===== src/rtl/fpu_pipe_ctl.sv =====
// FPU pipeline controller: ID operand select, E1/E2/E3 stage tracking, div/sqrt stall and a 32x32 FP register file.
// Optional feature macro: FPU_WRITE_BYPASS_EN (register-file reads return same-cycle write data).
module fpu_pipe_ctl #(
    parameter int DIV_CYCLES = 12
) (
    input  logic        clk,
    input  logic        clrn,
    input  logic [4:0]  fs,
    input  logic [4:0]  ft,
    input  logic [4:0]  fd,
    input  logic [2:0]  fc,
    input  logic        fasmds,
    input  logic        wf,
    input  logic        fwdla,
    input  logic        fwdlb,
    input  logic        fwdfa,
    input  logic        fwdfb,
    input  logic [31:0] mmo,
    input  logic        wwfpr,
    input  logic [4:0]  wrn,
    input  logic [31:0] wmo,
    input  logic [31:0] ar,
    output logic [4:0]  e1n,
    output logic [4:0]  e2n,
    output logic [4:0]  e3n,
    output logic        e1w,
    output logic        e2w,
    output logic        e3w,
    output logic [31:0] e3d,
    output logic [31:0] dfb,
    output logic [31:0] opa,
    output logic [31:0] opb,
    output logic [2:0]  efc,
    output logic        ev1,
    output logic        stall,
    output logic        st
);

    localparam int CW = (DIV_CYCLES > 1) ? $clog2(DIV_CYCLES) : 1;
    localparam logic [CW-1:0] CNT_LOAD  = CW'(DIV_CYCLES - 1);
    localparam logic          DIV_MULTI = (DIV_CYCLES > 1) ? 1'b1 : 1'b0;

    typedef enum logic {
        ST_IDLE = 1'b0,
        ST_BUSY = 1'b1
    } div_state_t;

    div_state_t     state_r;
    div_state_t     state_s;
    logic [CW-1:0]  cnt_r;
    logic [CW-1:0]  cnt_s;

    logic [31:0]    rf_r [32];
    logic [31:0]    rd_fs_s;
    logic [31:0]    rd_ft_s;
    logic [31:0]    opa_s;
    logic [31:0]    opb_s;
    logic [2:0]     fc_norm_s;
    logic           is_div_s;
    logic           stall_s;

    logic           e1_v_r;
    logic           e1_w_r;
    logic [4:0]     e1_n_r;
    logic [2:0]     e1_fc_r;
    logic [31:0]    e1_a_r;
    logic [31:0]    e1_b_r;
    logic           st_r;
    logic           e2_w_r;
    logic [4:0]     e2_n_r;
    logic           e3_w_r;
    logic [4:0]     e3_n_r;

`ifdef FPU_WRITE_BYPASS_EN
    // Same-cycle write data overrides the stored word; the E3 port outranks the load port.
    function automatic logic [31:0] bypass_sel(
        input logic [4:0]  addr,
        input logic [31:0] stored,
        input logic        p_we,
        input logic [4:0]  p_n,
        input logic [31:0] p_d,
        input logic        l_we,
        input logic [4:0]  l_n,
        input logic [31:0] l_d
    );
        logic [31:0] val;
        if (p_we && (p_n == addr)) begin
            val = p_d;
        end else if (l_we && (l_n == addr)) begin
            val = l_d;
        end else begin
            val = stored;
        end
        return val;
    endfunction
`endif

    // Register-file read ports for fs and ft.
    always_comb begin
        rd_fs_s = rf_r[fs];
        rd_ft_s = rf_r[ft];
`ifdef FPU_WRITE_BYPASS_EN
        rd_fs_s = bypass_sel(fs, rf_r[fs], e3_w_r, e3_n_r, ar, wwfpr, wrn, wmo);
        rd_ft_s = bypass_sel(ft, rf_r[ft], e3_w_r, e3_n_r, ar, wwfpr, wrn, wmo);
`endif
    end

    // ID operand select: load-data forwarding outranks E3 forwarding.
    always_comb begin
        opa_s = rd_fs_s;
        opb_s = rd_ft_s;
        if (fwdla) begin
            opa_s = mmo;
        end else if (fwdfa) begin
            opa_s = ar;
        end else begin
            opa_s = rd_fs_s;
        end
        if (fwdlb) begin
            opb_s = mmo;
        end else if (fwdfb) begin
            opb_s = ar;
        end else begin
            opb_s = rd_ft_s;
        end
    end

    // Op decode: unused encodings are presented downstream as add.
    always_comb begin
        fc_norm_s = 3'b000;
        case (fc)
            3'b000:  fc_norm_s = 3'b000;
            3'b001:  fc_norm_s = 3'b001;
            3'b010:  fc_norm_s = 3'b010;
            3'b011:  fc_norm_s = 3'b011;
            3'b100:  fc_norm_s = 3'b100;
            default: fc_norm_s = 3'b000;
        endcase
        is_div_s = fasmds && ((fc == 3'b011) || (fc == 3'b100));
    end

    assign stall_s = (state_r == ST_BUSY) && (cnt_r != {CW{1'b0}});

    // Div/sqrt occupancy FSM next-state logic.
    always_comb begin
        state_s = state_r;
        cnt_s   = cnt_r;
        case (state_r)
            ST_IDLE: begin
                if (is_div_s && DIV_MULTI) begin
                    state_s = ST_BUSY;
                    cnt_s   = CNT_LOAD;
                end else begin
                    state_s = ST_IDLE;
                    cnt_s   = {CW{1'b0}};
                end
            end
            ST_BUSY: begin
                if (cnt_r <= CW'(1)) begin
                    state_s = ST_IDLE;
                    cnt_s   = {CW{1'b0}};
                end else begin
                    state_s = ST_BUSY;
                    cnt_s   = cnt_r - CW'(1);
                end
            end
            default: begin
                state_s = ST_IDLE;
                cnt_s   = {CW{1'b0}};
            end
        endcase
    end

    // Div/sqrt FSM state and countdown registers.
    always_ff @(posedge clk) begin
        if (clrn) begin
            state_r <= ST_IDLE;
            cnt_r   <= {CW{1'b0}};
        end else begin
            state_r <= state_s;
            cnt_r   <= cnt_s;
        end
    end

    // Stage registers: during a stall E1 holds, E2 takes a bubble and E3 drains.
    always_ff @(posedge clk) begin
        if (clrn) begin
            e1_v_r  <= 1'b0;
            e1_w_r  <= 1'b0;
            e1_n_r  <= 5'd0;
            e1_fc_r <= 3'b000;
            e1_a_r  <= 32'h0000_0000;
            e1_b_r  <= 32'h0000_0000;
            st_r    <= 1'b0;
            e2_w_r  <= 1'b0;
            e2_n_r  <= 5'd0;
            e3_w_r  <= 1'b0;
            e3_n_r  <= 5'd0;
        end else if (!stall_s) begin
            e1_v_r  <= fasmds;
            e1_w_r  <= fasmds && wf;
            e1_n_r  <= fd;
            e1_fc_r <= fc_norm_s;
            e1_a_r  <= opa_s;
            e1_b_r  <= opb_s;
            st_r    <= is_div_s;
            e2_w_r  <= e1_w_r;
            e2_n_r  <= e1_n_r;
            e3_w_r  <= e2_w_r;
            e3_n_r  <= e2_n_r;
        end else begin
            st_r    <= 1'b0;
            e2_w_r  <= 1'b0;
            e2_n_r  <= 5'd0;
            e3_w_r  <= e2_w_r;
            e3_n_r  <= e2_n_r;
        end
    end

    // Register file: E3 result port has priority over the lwc1 port on the same address.
    always_ff @(posedge clk) begin
        if (clrn) begin
            for (int i = 0; i < 32; i++) begin
                rf_r[i] <= 32'h0000_0000;
            end
        end else begin
            for (int i = 0; i < 32; i++) begin
                if (e3_w_r && (e3_n_r == 5'(i))) begin
                    rf_r[i] <= ar;
                end else if (wwfpr && (wrn == 5'(i))) begin
                    rf_r[i] <= wmo;
                end else begin
                    rf_r[i] <= rf_r[i];
                end
            end
        end
    end

    assign e1n   = e1_n_r;
    assign e2n   = e2_n_r;
    assign e3n   = e3_n_r;
    assign e1w   = e1_w_r;
    assign e2w   = e2_w_r;
    assign e3w   = e3_w_r;
    assign e3d   = ar;
    assign dfb   = rd_ft_s;
    assign opa   = e1_a_r;
    assign opb   = e1_b_r;
    assign efc   = e1_fc_r;
    assign ev1   = e1_v_r;
    assign stall = stall_s;
    assign st    = st_r;

endmodule

===== config.mk =====
export PLATFORM = sky130hd
export DESIGN_NAME = fpu_pipe_ctl
export DESIGN_NICKNAME = d
export VERILOG_FILES = /design/src/rtl/fpu_pipe_ctl.sv
export SDC_FILE = /design/constraint.sdc
export NUM_CORES = 2
export LEC_CHECK = 0
export CAP_MARGIN = 10
export CORE_MARGIN = 2
export CORE_UTILIZATION = 40
export CTS_BUF_LIST = sky130_fd_sc_hd__clkbuf_8 sky130_fd_sc_hd__clkbuf_16
export DETAILED_ROUTE_END_ITERATION = 10
export PLACE_DENSITY = 0.62
export SLEW_MARGIN = 20
export SYNTH_ARGS = -nofsm -noshare
export SYNTH_HDL_FRONTEND = slang
export SYNTH_SLANG_ARGS = --single-unit

===== constraint.sdc =====
create_clock -name clk -period 2.6 [get_ports clk]
set_input_delay 0.39 -clock clk [delete_from_list [all_inputs] [get_ports clk]]
set_output_delay 0.39 -clock clk [all_outputs]
set_load 0.1 [all_outputs]

==> key figures <==
Run status
  • Outcome: finished, violations left
  • Failing checks: negative setup slack

Synth
  • Mapped Area: about 0.066 mm²
  • Async set-reset flop share out of synthesis: 0
  • Simple-gate share of the synthesized area: 0.0932
  • Syn Nets: between 6000 and 7000
  • Gate Count Post-Synth: a little under 6000
  • Top cell type's share of synthesized area: 0.467
  • Synth Area in Compound Gates: 0.187
  • Post-synthesis mux area share: 0.168
  • Leading post-synthesis cells by cell area: edfxtp_1 47%, mux2i_1 10%, a22o_1 8.1%
  • Yosys cell types: 52
  • Yosys Warn Count: 0
  • Seq cells post-synth: 1116
  • Main synth FF type: edfxtp_1
  • Number of synthesized flops with an enable pin: between 1000 and 1500
  • Synth area leader: edfxtp_1
  • Largest family of logic cells by synthesized area: compound AO/OA/AOI/OAI gates
  • Syn avg cell area: between 10 and 15 µm²
  • Synth Area in Adders: 0.000380
  • Synth Area in XOR/XNOR: 0.000133
  • Seq/Total Area, Yosys: 0.495

Placement
  • DP Area: about 0.077 mm²
  • Inst Count DP: between 8000 and 9000
  • I/O Buffers: 279
  • GPL Wtd Cong: a little over 1
  • Pre-CTS WS: -0.827 ns
  • DP Wirelength: around 210000 µm

Global route
  • Total track usage: 0.350
  • Largest net degree at the start of global routing: between 100 and 150
  • Vias in the first global route: roughly 55000
  • GRT overflow: 0
  • Initial antenna violation count: 12
  • First-pass GRT wire length: approximately 420000 µm

Die
  • Core ar.: around 0.16 mm²
  • Ports: between 200 and 300
  • # rows: about 150
  • Die area: between 0.15 and 0.2 mm²
  • Chip height: between 400 and 500 µm
  • Starting Density: 0.403
  • Horiz. Die Dim: around 400 µm

Worst setup path
  • Crit path DAT: about 2.7 ns
  • CP startpoint kind: flip-flop
  • Crit end category: output pin
  • CP top delay family: buffers and inverters
  • Worst EP required: about 2.2 ns
  • Crit-path max cell delay: 0.48 ns
  • Crit path buffers/inverters: 3
  • Crit-path max FO: 2
  • Worst-path cell chain: mux2i_2, buf_4, a22oi_2, nand3_1, nand4_1, buf_4, buf_12
  • Most frequent cell on the critical path: buf_4
  • Setup CP Type: flip-flop to output pin
  • Critical-path top delay cell: nand4_1

Detailed routing
  • Drt drc: 0
  • Via density: just under 7
  • Detailed Routing Iterations Pass 1: 9
  • DR iter-0 viols: approximately 9500
  • Number of routed nets with antenna violations: 0
  • Total Routed Length: between 300000 and 400000 µm
  • Via count: 58500
  • Drt wl/cell: ~35 µm

Pwr
  • Net Sw Power: around 15000 µW
  • Switching Share: 0.306
  • Combinational power share: 0.215
  • Pwr per Cell Area: between 600 and 700 mW/mm²
  • Internal: 34800 µW
  • Sequential power share: 0.429
  • Power, Total: approximately 50000 µW
  • Leakage: 0.0317 µW
  • VDD IR max: slightly below 800 µV
  • Clock share of power: 0.356

Clocking
  • Clock Tree Buf Depth: 3
  • CTS Root Cell: clkbuf_16
  • H-tree lvl count: 4
  • Total CTS buffers: 130
  • CTS tree: yes
  • CTS clock-pin slew for the worst setup and hold paths: about 0.06 ns
  • Worst skew pair latency: around 0.79 ns
  • Clk sinks: roughly 1100

STA
  • Setup_tns: -4.51 ns
  • Final Cycle Share: 1.20
  • Slew headroom: 0.260
  • Tmin final: ~3.1 ns
  • Final Hold Fails: 0
  • Least-Margin Pin Slew: between 1 and 1.5 ns
  • Max-slew violations: 0
  • Final Setup Violations: 27
  • Unrepaired setup endpoints after global routing: true
  • Max Clk Rate: 0.322 GHz
  • Setup ws final: -0.509 ns
  • Worst Skew: roughly 0.037 ns

Layout
  • Post-route design area: roughly 0.083 mm²
  • Nets@finish: 6509
  • Finished Layout Cells: about 8600
  • Commonest non-fill, non-tap cells in the layout: 1024 x edfxtp_1, 1015 x nand2_1, 737 x buf_4
  • Synth-to-layout area growth: 26.7%
  • Commonest non-fill, non-tap cell in the layout: edfxtp_1
  • Layout cell share with drive strength beyond 1: 0.280

Hold path
  • Hold Crit Class: primary input to flip-flop

Flow run
  • Max Cap Viol: 0
==> cell usage after synthesis (2+ instances only) <==
library cell,number
nor2b_1,15
a221oi_1,32
o221ai_1,32
nor3b_1,33
nor3_1,63
buf_4,99
nand2_1,1019
o21ai_0,61
o2bb2ai_1,36
nand4_1,16
nand3b_1,6
buf_6,4
o211ai_1,18
and2_1,9
a211o_1,15
or3_1,47
o22ai_1,64
inv_1,20
buf_2,154
o21ai_1,6
mux2i_1,673
nor2_1,39
or2_1,2
a221o_1,31
nand2b_1,11
nand4b_1,2
nand3_2,3
buf_1,64
edfxtp_1,1024
nor3_2,22
a22oi_1,243
a2111oi_0,30
a22o_1,608
nand3_1,69
ha_1,2
clkbuf_1,483
dfxtp_1,92
a21oi_1,534
nor4_2,21
mux4_2,192
==> final timing paths <==
kind / startpoint / end / slack, ns / cells past startpoint
min reg2reg: cnt_r[0] / cnt_r[0] / 0.45 / 1
min: fwdlb / opb[22] / 0.04 / 4
max: rf_r[21][31] / dfb[31] / -0.51 / 7
max reg2reg: e3n[3] / rf_r[23][13] / 0.17 / 8
==> layer usage <==
metal | track usage | share of wire | up-vias
li1 | - | - | 23600
met1 | 0.436 | 0.35 | 29200
met2 | 0.540 | 0.45 | 4715
met3 | 0.0751 | 0.12 | 956
met4 | 0.246 | 0.086 | 12
met5 | 0 | 0.00028 | -
==> cell families (layout without fill, tap and decap cells) <==
logic type                 after synthesis  count (layout)
buffers and inverters                  826            1390
other                                    0               2
muxes                                  865             865
and+or+nand+nor                       1384            1385
xor gates and xnor gates                 1               1
DFF                                   1116            1116
AOI/OAI and AO/OA                     1712            1712
adders and majority gates                2               2
==> sequential cells by signal, indices dropped and copies added, names as in the netlist <==
name     count
opa         32
e2n          5
ev1          1
rf_r      1024
e1w          1
efc          3
opb         32
cnt_r        4
e2w          1
e3n          5
e1n          5
st           1
e3w          1
state_r      1
==> per-stage QoR <==
| step | utilization | hold WS, ns |
|---|---|---|
| final | 0.511 | 0.0356 |
| after global routing | 0.511 | 0.0342 |
| after CTS | 0.504 | 0.00123 |
| after detailed placement | 0.472 | 0.447 |
| after global placement | 0.472 | 0.446 |
| after floorplan | - | 0.451 |
==> final cells by class <==
class | instances | area (µm²)
clock inverter | 85 | 526
fill | 14000 | 79700
sequential | 1116 | 32600
multi-input combinational | 3965 | 31700
timing repair buffer | 1145 | 12300
clock buffer | 139 | 3460
tap | 2175 | 2720
antenna | 2 | 5.00
inverter | 21 | 81.3
==> tightest hold or removal path, cell delays in order <==
cell and delay (ns):
buf_2 0.14, nor4_4 0.10, nand2_1 0.08, o21ai_1 0.05
==> power by group through the flow <==
stage | clock [µW] | combinational, µW | sequential (µW)
2_1_floorplan | 0 | 4780 | 22300
3_3_place_gp | 0 | 9940 | 21700
6_report | 17900 | 10700 | 21500
4_1_cts | 17800 | 10300 | 21400
5_1_grt | 18500 | 11000 | 21600
3_5_place_dp | 0 | 9990 | 21700
==> what timing repair did <==
item	in CTS	in global routing
cloned	4	5
hold endpoints to repair	0	0
resized for setup	237	160
pin swaps	118	98
buffers inserted	28	36
setup endpoints to repair	33	33
hold buffers	0	0
Power figures use the tool's default switching activity.
